$ cat src/rtl/spart_pkg.sv
// rtl/spart_pkg.sv - shared SPART types, defaults and helpers
package spart_pkg;

  typedef enum logic [2:0] {IDLE, START, DATA, STOP, BRK} rx_state_t;

  localparam int SPART_OVERSAMPLE = 16;
  localparam int SPART_DATA_BITS  = 8;

  function automatic logic maj3(input logic a, input logic b, input logic c);
    return (a & b) | (a & c) | (b & c);
  endfunction

endpackage

$ cat src/rtl/spart_sync2.sv
// rtl/spart_sync2.sv - two-flop synchronizer with parameterised reset value
module spart_sync2 #(
  parameter logic RESET_VAL = 1'b1
) (
  input  logic clk,
  input  logic rst_n,
  input  logic d,
  output logic q
);

  logic meta_q, meta_d;
  logic sync_q, sync_d;

  always_comb begin
    meta_d = d;
    sync_d = meta_q;
  end

  always_ff @(posedge clk or negedge rst_n) begin
    if (!rst_n) begin
      meta_q <= RESET_VAL;
      sync_q <= RESET_VAL;
    end else begin
      meta_q <= meta_d;
      sync_q <= sync_d;
    end
  end

  assign q = sync_q;

endmodule

$ cat src/rtl/spart_rx.sv
// rtl/spart_rx.sv - SPART 8N1 oversampling receiver with rda/ferr/ovr flags
// SPART_RX_MAJORITY_EN selects 2-of-3 voting around each bit centre.
module spart_rx
  import spart_pkg::*;
#(
  parameter int OVERSAMPLE = SPART_OVERSAMPLE,
  parameter int DATA_BITS  = SPART_DATA_BITS
) (
  input  logic                 clk,
  input  logic                 rst_n,
  input  logic                 rxd,
  input  logic                 sample_enable,
  input  logic                 clr_rda,
  output logic [DATA_BITS-1:0] rx_data,
  output logic                 rda,
  output logic                 ferr,
  output logic                 ovr
);

  localparam int TW = $clog2(OVERSAMPLE);
  localparam int BW = $clog2(DATA_BITS + 1);
  localparam logic [TW-1:0] TICK_LAST = TW'(OVERSAMPLE - 1);
  localparam logic [BW-1:0] BIT_LAST  = BW'(DATA_BITS - 1);
`ifdef SPART_RX_MAJORITY_EN
  // Decisions land one tick after the centre so the third vote is the live sample.
  localparam logic [TW-1:0] START_DEC = TW'(OVERSAMPLE / 2);
`else
  localparam logic [TW-1:0] START_DEC = TW'(OVERSAMPLE / 2 - 1);
`endif

  logic                 rxd_s;
  rx_state_t            state_q, state_d;
  logic [TW-1:0]        tick_cnt_q, tick_cnt_d;
  logic [BW-1:0]        bit_cnt_q, bit_cnt_d;
  logic [DATA_BITS-1:0] shreg_q, shreg_d;
  logic [DATA_BITS-1:0] rx_data_q, rx_data_d;
  logic                 rda_q, rda_d;
  logic                 ferr_q, ferr_d;
  logic                 ovr_q, ovr_d;
  logic [TW-1:0]        dec_cnt;
  logic                 dec_hit;
  logic                 bit_val;

  spart_sync2 #(.RESET_VAL(1'b1)) u_sync (
    .clk   (clk),
    .rst_n (rst_n),
    .d     (rxd),
    .q     (rxd_s)
  );

  assign dec_cnt = (state_q == START) ? START_DEC : TICK_LAST;
  assign dec_hit = sample_enable && (tick_cnt_q == dec_cnt);

`ifdef SPART_RX_MAJORITY_EN
  logic [1:0] maj_q, maj_d;

  assign bit_val = maj3(maj_q[0], maj_q[1], rxd_s);

  always_comb begin
    maj_d = maj_q;
    if (sample_enable && (tick_cnt_q == dec_cnt - TW'(2))) maj_d[0] = rxd_s;
    if (sample_enable && (tick_cnt_q == dec_cnt - TW'(1))) maj_d[1] = rxd_s;
  end

  always_ff @(posedge clk or negedge rst_n) begin
    if (!rst_n) maj_q <= 2'b11;
    else        maj_q <= maj_d;
  end
`else
  assign bit_val = rxd_s;
`endif

  always_comb begin
    state_d    = state_q;
    tick_cnt_d = tick_cnt_q;
    bit_cnt_d  = bit_cnt_q;
    shreg_d    = shreg_q;
    rx_data_d  = rx_data_q;
    rda_d      = rda_q;
    ferr_d     = ferr_q;
    ovr_d      = ovr_q;

    if (clr_rda) begin
      rda_d = 1'b0;
      ovr_d = 1'b0;
    end

    case (state_q)
      IDLE: begin
        if (sample_enable && !rxd_s) begin
          state_d    = START;
          tick_cnt_d = '0;
        end
      end
      START: begin
        if (dec_hit) begin
          tick_cnt_d = '0;
          bit_cnt_d  = '0;
          state_d    = bit_val ? IDLE : DATA;
        end else if (sample_enable) begin
          tick_cnt_d = tick_cnt_q + 1'b1;
        end
      end
      DATA: begin
        if (dec_hit) begin
          tick_cnt_d = '0;
          shreg_d    = {bit_val, shreg_q[DATA_BITS-1:1]};
          if (bit_cnt_q == BIT_LAST) begin
            bit_cnt_d = '0;
            state_d   = STOP;
          end else begin
            bit_cnt_d = bit_cnt_q + 1'b1;
          end
        end else if (sample_enable) begin
          tick_cnt_d = tick_cnt_q + 1'b1;
        end
      end
      STOP: begin
        if (dec_hit) begin
          tick_cnt_d = '0;
          if (bit_val) begin
            // A read in the same clock consumed the old byte, so no overrun.
            rx_data_d = shreg_q;
            rda_d     = 1'b1;
            ferr_d    = 1'b0;
            ovr_d     = rda_q & ~clr_rda;
            state_d   = IDLE;
          end else begin
            ferr_d  = 1'b1;
            state_d = BRK;
          end
        end else if (sample_enable) begin
          tick_cnt_d = tick_cnt_q + 1'b1;
        end
      end
      BRK: begin
        if (sample_enable && rxd_s) state_d = IDLE;
      end
      default: begin
        state_d    = IDLE;
        tick_cnt_d = '0;
        bit_cnt_d  = '0;
      end
    endcase
  end

  always_ff @(posedge clk or negedge rst_n) begin
    if (!rst_n) begin
      state_q    <= IDLE;
      tick_cnt_q <= '0;
      bit_cnt_q  <= '0;
      shreg_q    <= '0;
      rx_data_q  <= '0;
      rda_q      <= 1'b0;
      ferr_q     <= 1'b0;
      ovr_q      <= 1'b0;
    end else begin
      state_q    <= state_d;
      tick_cnt_q <= tick_cnt_d;
      bit_cnt_q  <= bit_cnt_d;
      shreg_q    <= shreg_d;
      rx_data_q  <= rx_data_d;
      rda_q      <= rda_d;
      ferr_q     <= ferr_d;
      ovr_q      <= ovr_d;
    end
  end

  assign rx_data = rx_data_q;
  assign rda     = rda_q;
  assign ferr    = ferr_q;
  assign ovr     = ovr_q;

endmodule

$ cat config.mk
export PLATFORM = sky130hd
export DESIGN_NAME = spart_rx
export DESIGN_NICKNAME = d
export VERILOG_FILES = /design/src/rtl/spart_pkg.sv /design/src/rtl/spart_sync2.sv /design/src/rtl/spart_rx.sv
export SDC_FILE = /design/constraint.sdc
export NUM_CORES = 1
export LEC_CHECK = 0
export CAP_MARGIN = 25
export CORE_AREA = 2 2 62 64
export DETAILED_ROUTE_END_ITERATION = 8
export DIE_AREA = 0 0 64 66
export PLACE_DENSITY = 0.74
export SKIP_CTS_REPAIR_TIMING = 1
export SLEW_MARGIN = 10
export SYNTH_ARGS = -nofsm -noshare
export SYNTH_HDL_FRONTEND = slang
export SYNTH_SLANG_ARGS = --single-unit
$ cat constraint.sdc
create_clock -name clk -period 3.25 [get_ports clk]
set_input_delay 0.975 -clock clk [delete_from_list [all_inputs] [get_ports clk]]
set_output_delay 0.975 -clock clk [all_outputs]
set_load 0.05 [all_outputs]
==> impl_metrics.csv, run 1 <==
group,metric,value,unit
grt,grt_pass1_wl,4770,um
worst_setup_path,crit_path_end_kind,"register",
synthesis,synth-seq-cells,32,
route,vias,1038,
die,die_area,4220,um^2
worst_setup_path,slowest_delay,0.59,ns
finish,nets,147,
worst_setup_path,cp-startpoint,"sample_enable",
worst_setup_path,cp_cell_sequence,"clkdlybuf4s50_1 -> and3_1 -> nand4_2 -> mux2_2",
timing,slew_viol_final,0,
finish,final_common_cell,"dfrtp_1",
placed_design,place_area,1680,um^2
synthesis,synth_area_leader_cell,"dfrtp_1",
worst_setup_path,worstPathArrival,2.84,ns
timing,period_minus_slack,2.62,ns
timing,finalSetupViolCount,0,
worst_setup_path,crit_buf_inv,1,
finish,drive_gt1_frac,0.262,
pwr,powerDensity,533,nW/um^2
clock_tree,cts_root_buf,"clkbuf_4",
route,dr.pass1.iters,6,
clock_tree,cts_tree,"done",
die,rows,22,
run_status,run_status,"finished clean",
timing,holdWs,0.358,ns
worst_setup_path,crit_path_start_kind,"input port",
clock_tree,clk_latency,0.33,ns
worst_setup_path,critical-path-top-delay-family,"simple AND/OR/NAND/NOR gates",
worst_setup_path,rrSetupSlack,1.25,ns
timing,hold_viol_final,0,
worst_setup_path,rr_worst_depth,4,
clock_tree,cts.clk_slew.worst_paths,0.09,ns
finish,diodes,0,
worst_setup_path,cp_max_fo,10,
synthesis,syn-cell-area,1520,um^2
finish,area_growth,15.5,%
worst_hold_path,hp-class,"register to register",
synthesis,synthTopCellsByArea,"dfrtp_1, mux2_2, dfstp_2",
die,die_h,66,um
synthesis,synth_cells,123,
worst_setup_path,worstSetupEndpoint,"rx_data[7]",
route,routed_wl,2720,um
finish,fin_util,0.493,
route,drt_iter0_drc,15,
grt,grt_antenna_before_repair,0,
finish,layout_common_cells,"dfrtp_1, mux2_2, clkdlybuf4s50_1, nor2_1, nand3_1",
clock_tree,numCtsBuffers,5,
synthesis,yosysWarningCount,0,
worst_setup_path,crit_type,"input port to register",
timing,slew-limit-headroom,0.512,
placed_design,port_buffers,15,
clock_tree,h-tree-depth,2,
timing,tns,0,ns
pwr,vdd_ir_drop_max,0.000234,V
die,pin_count,16,
worst_setup_path,cp_slowest_cell,"clkdlybuf4s50_1",
timing,worst_pin_slew,0.730,ns
pwr,power.leakage,0.800,nW
placed_design,dp_hpwl,1840,um
grt,grt_max_degree,33,
synthesis,synth_nets,130,
synthesis,synth_area_per_cell,12.3,um^2
die,initial_core_util,0.427,
route,antenna_left,0,
worst_setup_path,path_depth,4,
grt,grt_pass1_vias,1038,
finish,stdcell_area,1750,um^2
synthesis,ys_seq_area_frac,0.530,
grt,grt_overflow,0,
worst_setup_path,reg2reg_from,"tick_cnt_q[0]",
clock_tree,cts_buffer_depth,2,
timing,grt_setup_unrepaired,"no",
die,core-area,3550,um^2
worst_setup_path,required,3.47,ns
route,wl_per_cell,14.4,um
die,fp.dieW,64,um
synthesis,synth_top_area_frac,0.495,
synthesis,synth_cell_types,43,
timing,fmax,382,MHz
timing,fin_worst_skew,0.00887,ns
clock_tree,cts.sink_count,32,
placed_design,finalWeightedCongestion,0.741,
worst_setup_path,worstReg2RegEnd,"rx_data[7]",
run,max-cap-violations,0,
grt,grt_usage,0.149,
pwr,power.total,0.934,mW
timing,period_share,0.805,
route,via_per_inst,5.49,
route,drc_errors,0,
[cells in the mapped netlist]
cell type,count
a2111oi_0,1
a211oi_1,1
a21bo_2,1
a21o_1,1
a21o_2,1
a21oi_1,2
a22o_1,2
a31o_2,2
a31oi_1,1
a32o_1,1
a41oi_1,1
and2_2,1
and3_1,1
and3b_1,1
buf_2,2
buf_4,1
buf_6,3
dfrtp_1,30
dfstp_2,2
ha_1,2
inv_1,3
mux2_2,17
mux2i_1,1
nand2_1,5
nand2b_1,1
nand3_1,7
nand3_2,1
nand3b_1,1
nand4_1,1
nand4_2,1
nor2_1,9
nor2b_1,1
nor3b_2,1
nor3b_4,1
o211ai_1,3
o21a_1,1
o21ai_0,5
o21ai_4,1
o31ai_1,1
o32ai_1,2
or4_1,1
xnor2_1,1
xor2_1,1
[worst min-delay path by stage]
stage	from	end	slack, ns	depth (start not counted)
6_report	u_sync.meta_q	u_sync.q	0.36	0
3_5_place_dp	u_sync.meta_q	u_sync.q	0.35	0
2_1_floorplan	u_sync.meta_q	u_sync.q	0.35	0
5_1_grt	u_sync.meta_q	u_sync.q	0.37	0
4_1_cts	u_sync.meta_q	u_sync.q	0.36	0
3_3_place_gp	u_sync.meta_q	u_sync.q	0.35	0
[flip-flops by register name, indices dropped and copies added, names as in the netlist]
register / count
ferr: 1
shreg_q: 8
u_sync.meta_q: 1
ovr: 1
u_sync.q: 1
rda: 1
bit_cnt_q: 4
state_q: 3
tick_cnt_q: 4
rx_data: 8
[metal layers]
metal  GRT usage  wire [um]  share of wire
met1       0.172       1210           0.44
met2       0.251       1340           0.49
met3      0.0528        128          0.047
met4      0.0571         39          0.014
met5           0          0              0
[cells by family (layout without fill, tap and decap cells)]
group | Yosys count | in the layout | synth area share
simple gates | 33 | 33 | 0.130
flops | 32 | 32 | 0.530
compound gates | 27 | 27 | 0.138
mux | 18 | 18 | 0.133
buf+inv | 9 | 27 | 0.0413
fa+ha+maj | 2 | 2 | 0.0165
xor+xnor | 2 | 2 | 0.0116
[layout make-up]
type	instances	area (um^2)
Sequential cell	32	803
Timing Repair Buffer	16	158
Inverter	3	11.3
Multi-Input combinational cell	82	651
Tap cell	48	60.1
Clock buffer	8	68.8
Fill cell	312	1800
[power by group]
group	total, mW	leakage [nW]	switching [mW]	internal, mW
combinational	0.163	0.348	0.0779	0.0853
sequential	0.511	0.413	0.0571	0.453
clock	0.260	0.0386	0.133	0.127
total	0.934	0.800	0.268	0.666
[stage by stage]
stage | std cells | setup slack (ns)
after floorplan | 123 | 1.29
after global placement | 181 | 0.374
after detailed placement | 181 | 0.295
after CTS | 189 | 0.649
after global routing | 189 | 0.546
final | 189 | 0.633
Note: power is estimated with default switching activity, not from simulation.
==> run 2: changes to the inputs <==
==> constraint.sdc (replaced) <==
create_clock -name clk -period 2.5 [get_ports clk]
set_input_delay 0.75 -clock clk [delete_from_list [all_inputs] [get_ports clk]]
set_output_delay 0.75 -clock clk [all_outputs]
set_load 0.05 [all_outputs]
==> run 2 against run 1 <==
Non-clock buffer count up 2. First-iteration DRC count up 60%. Highest routed layer unchanged. Worst hold slack better by 0.0033 ns. Utilization is 0.25 points higher. Worst setup slack got worse by 0.41 ns. Cell area grew 0.50%. Combinational power grew 33%. Critical endpoint is now rda. Global-route usage rose by 0.47 points. Via count fell by 0.87%. Flip-flop and latch count did not move. Critical path depth down 3.
==> impl_metrics.csv, run 2 (synthesized netlist as in run 1, its figures left out) <==
group,metric,value,unit
worst_setup_path,worstPathArrival,1.53,ns
worst_setup_path,cp-startpoint,"rda",
route,via_per_inst,5.39,
finish,final_common_cell,"dfrtp_1",
grt,grt_busiest_layer,"met2",
grt,grt_use_met3,0.0528,
finish,diodes,0,
grt,grt_pass1_vias,1059,
route,dr.pass1.iters,4,
clock_tree,clk_latency,0.34,ns
pwr,switchingPower,0.359,mW
pwr,share_comb_of_total_power,0.181,
die,initial_core_util,0.427,
pwr,p_sw_frac,0.299,
clock_tree,numCtsBuffers,5,
timing,fin_worst_skew,0.00645,ns
worst_setup_path,reg2reg_from,"tick_cnt_q[1]",
clock_tree,cts.clk_slew.worst_paths,0.10,ns
worst_setup_path,rrSetupSlack,0.52,ns
worst_setup_path,cp_max_fo,3,
finish,layout_common_cells,"dfrtp_1, mux2_2, clkdlybuf4s50_1, nor2_1, nand3_1",
worst_hold_path,holdPathEnd,"u_sync.q",
grt,grt_max_degree,33,
clock_tree,h-tree-depth,2,
worst_hold_path,min_from,"u_sync.meta_q",
die,fp.dieW,64,um
pwr,p_int,0.840,mW
clock_tree,cts.sink_count,32,
grt,grt_overflow,0,
worst_hold_path,hold_depth,0,
worst_setup_path,crit_buf_inv,1,
die,die_area,4220,um^2
route,antenna_left,0,
route,vias,1029,
route,drt_iter0_drc,24,
timing,finalSetupViolCount,0,
die,rows,22,
worst_setup_path,cp_slowest_cell,"clkdlybuf4s50_1",
timing,fmax,439,MHz
timing,grt_setup_unrepaired,"no",
placed_design,place_area,1700,um^2
pwr,sequentialPowerShare,0.558,
die,pin_count,16,
pwr,vdd_ir_drop_max,0.000450,V
placed_design,dp_hpwl,1970,um
worst_setup_path,required,1.75,ns
finish,stdcell_area,1760,um^2
finish,nets,149,
finish,drive_gt1_frac,0.273,
placed_design,port_buffers,15,
finish,area_growth,16.1,%
worst_setup_path,cp_cell_sequence,"clkdlybuf4s50_1",
placed_design,finalWeightedCongestion,0.756,
placed_design,place_inst,183,
grt,grt_pass1_wl,4840,um
timing,slew_viol_final,0,
worst_setup_path,rr_worst_depth,4,
grt,grt.met2_usage,0.251,
route,drc_errors,0,
timing,period_share,0.912,
placed_design,place_ws,-0.0912,ns
timing,hold_viol_final,0,
clock_tree,cts_buffer_depth,2,
worst_setup_path,crit_path_start_kind,"register",
timing,fin_ws,0.220,ns
clock_tree,cts_root_buf,"clkbuf_4",
worst_setup_path,slowest_delay,0.81,ns
finish,final_cells,191,
clock_tree,cts_tree,"done",
pwr,pwr-share-clk,0.262,
worst_hold_path,hp-class,"register to register",
pwr,power.total,1.20,mW
die,die_h,66,um
worst_setup_path,crit_type,"register to output pin",
timing,period_minus_slack,2.28,ns
timing,holdWs,0.362,ns
worst_setup_path,worstReg2RegEnd,"rx_data[4]",
worst_setup_path,critical-path-top-delay-family,"buffers and inverters",
timing,worst_pin_slew,0.537,ns
run_status,run_status,"finished clean",
pwr,powerDensity,681,nW/um^2
grt,globalRouteMet1Util,0.183,
route,routed_wl,2820,um
die,core-area,3550,um^2
run,max-cap-violations,0,
worst_setup_path,crit_path_end_kind,"output pin",
timing,slew-limit-headroom,0.638,
grt,grt_antenna_before_repair,0,
route,wl_per_cell,14.8,um
grt,grt_usage,0.153,
pwr,power.leakage,0.802,nW
## run 2: cell types whose count changed in the layout (fill, tap and decap cells not counted)
cell | before | now
buf_4 | 1 | 3
clkinvlp_4 | 0 | 1
clkbuf_8 | 2 | 1
## run 2: stage by stage
| step | util | setup TNS [ns] |
|---|---|---|
| 3_3_place_gp | 0.478 | -0.0310 |
| 6_report | 0.496 | 0 |
| 2_1_floorplan | - | 0 |
| 5_1_grt | 0.496 | 0 |
| 4_1_cts | 0.496 | 0 |
| 3_5_place_dp | 0.478 | -0.644 |
## run 2: worst max path at each step
stage	end	cells after the start
detailed placement	rx_data[4]	4
finish	rda	1
global placement	rx_data[4]	4
floorplan	bit_cnt_q[3]	5
CTS	rx_data[7]	1
global route	rda	1
## run 2: metal layers
layer / part of all wire / wire [um] / vias to the layer above
met1: 0.45 / 1280 / 503
li1: - / - / 497
met4: 0.016 / 46 / 0
met5: 0 / 0 / -
met2: 0.48 / 1360 / 23
met3: 0.045 / 128 / 6
## run 2: final cells by class
class / count / area [um^2]
flip-flops and latches: 32 / 803
inverters: 3 / 11.3
fillers: 314 / 1790
clock buffers: 7 / 55.1
repair buffers: 18 / 173
well taps: 48 / 60.1
clock inverters: 1 / 7.51
multi-input cells: 82 / 651
## run 2: worst reg2reg max path: stages, from the launching register on
cell and delay [ns]:
dfrtp_1 0.39, ha_1 0.23, and3_1 0.45, nand4_2 0.41, mux2_2 0.40
## run 2: power by group through the flow
stage	Sequential [mW]	Clock (mW)	Combinational [mW]
final	0.668	0.314	0.217
after global routing	0.681	0.349	0.250
after CTS	0.667	0.324	0.218
after detailed placement	0.676	0	0.217
after global placement	0.670	0	0.209
after floorplan	0.640	0	0.195
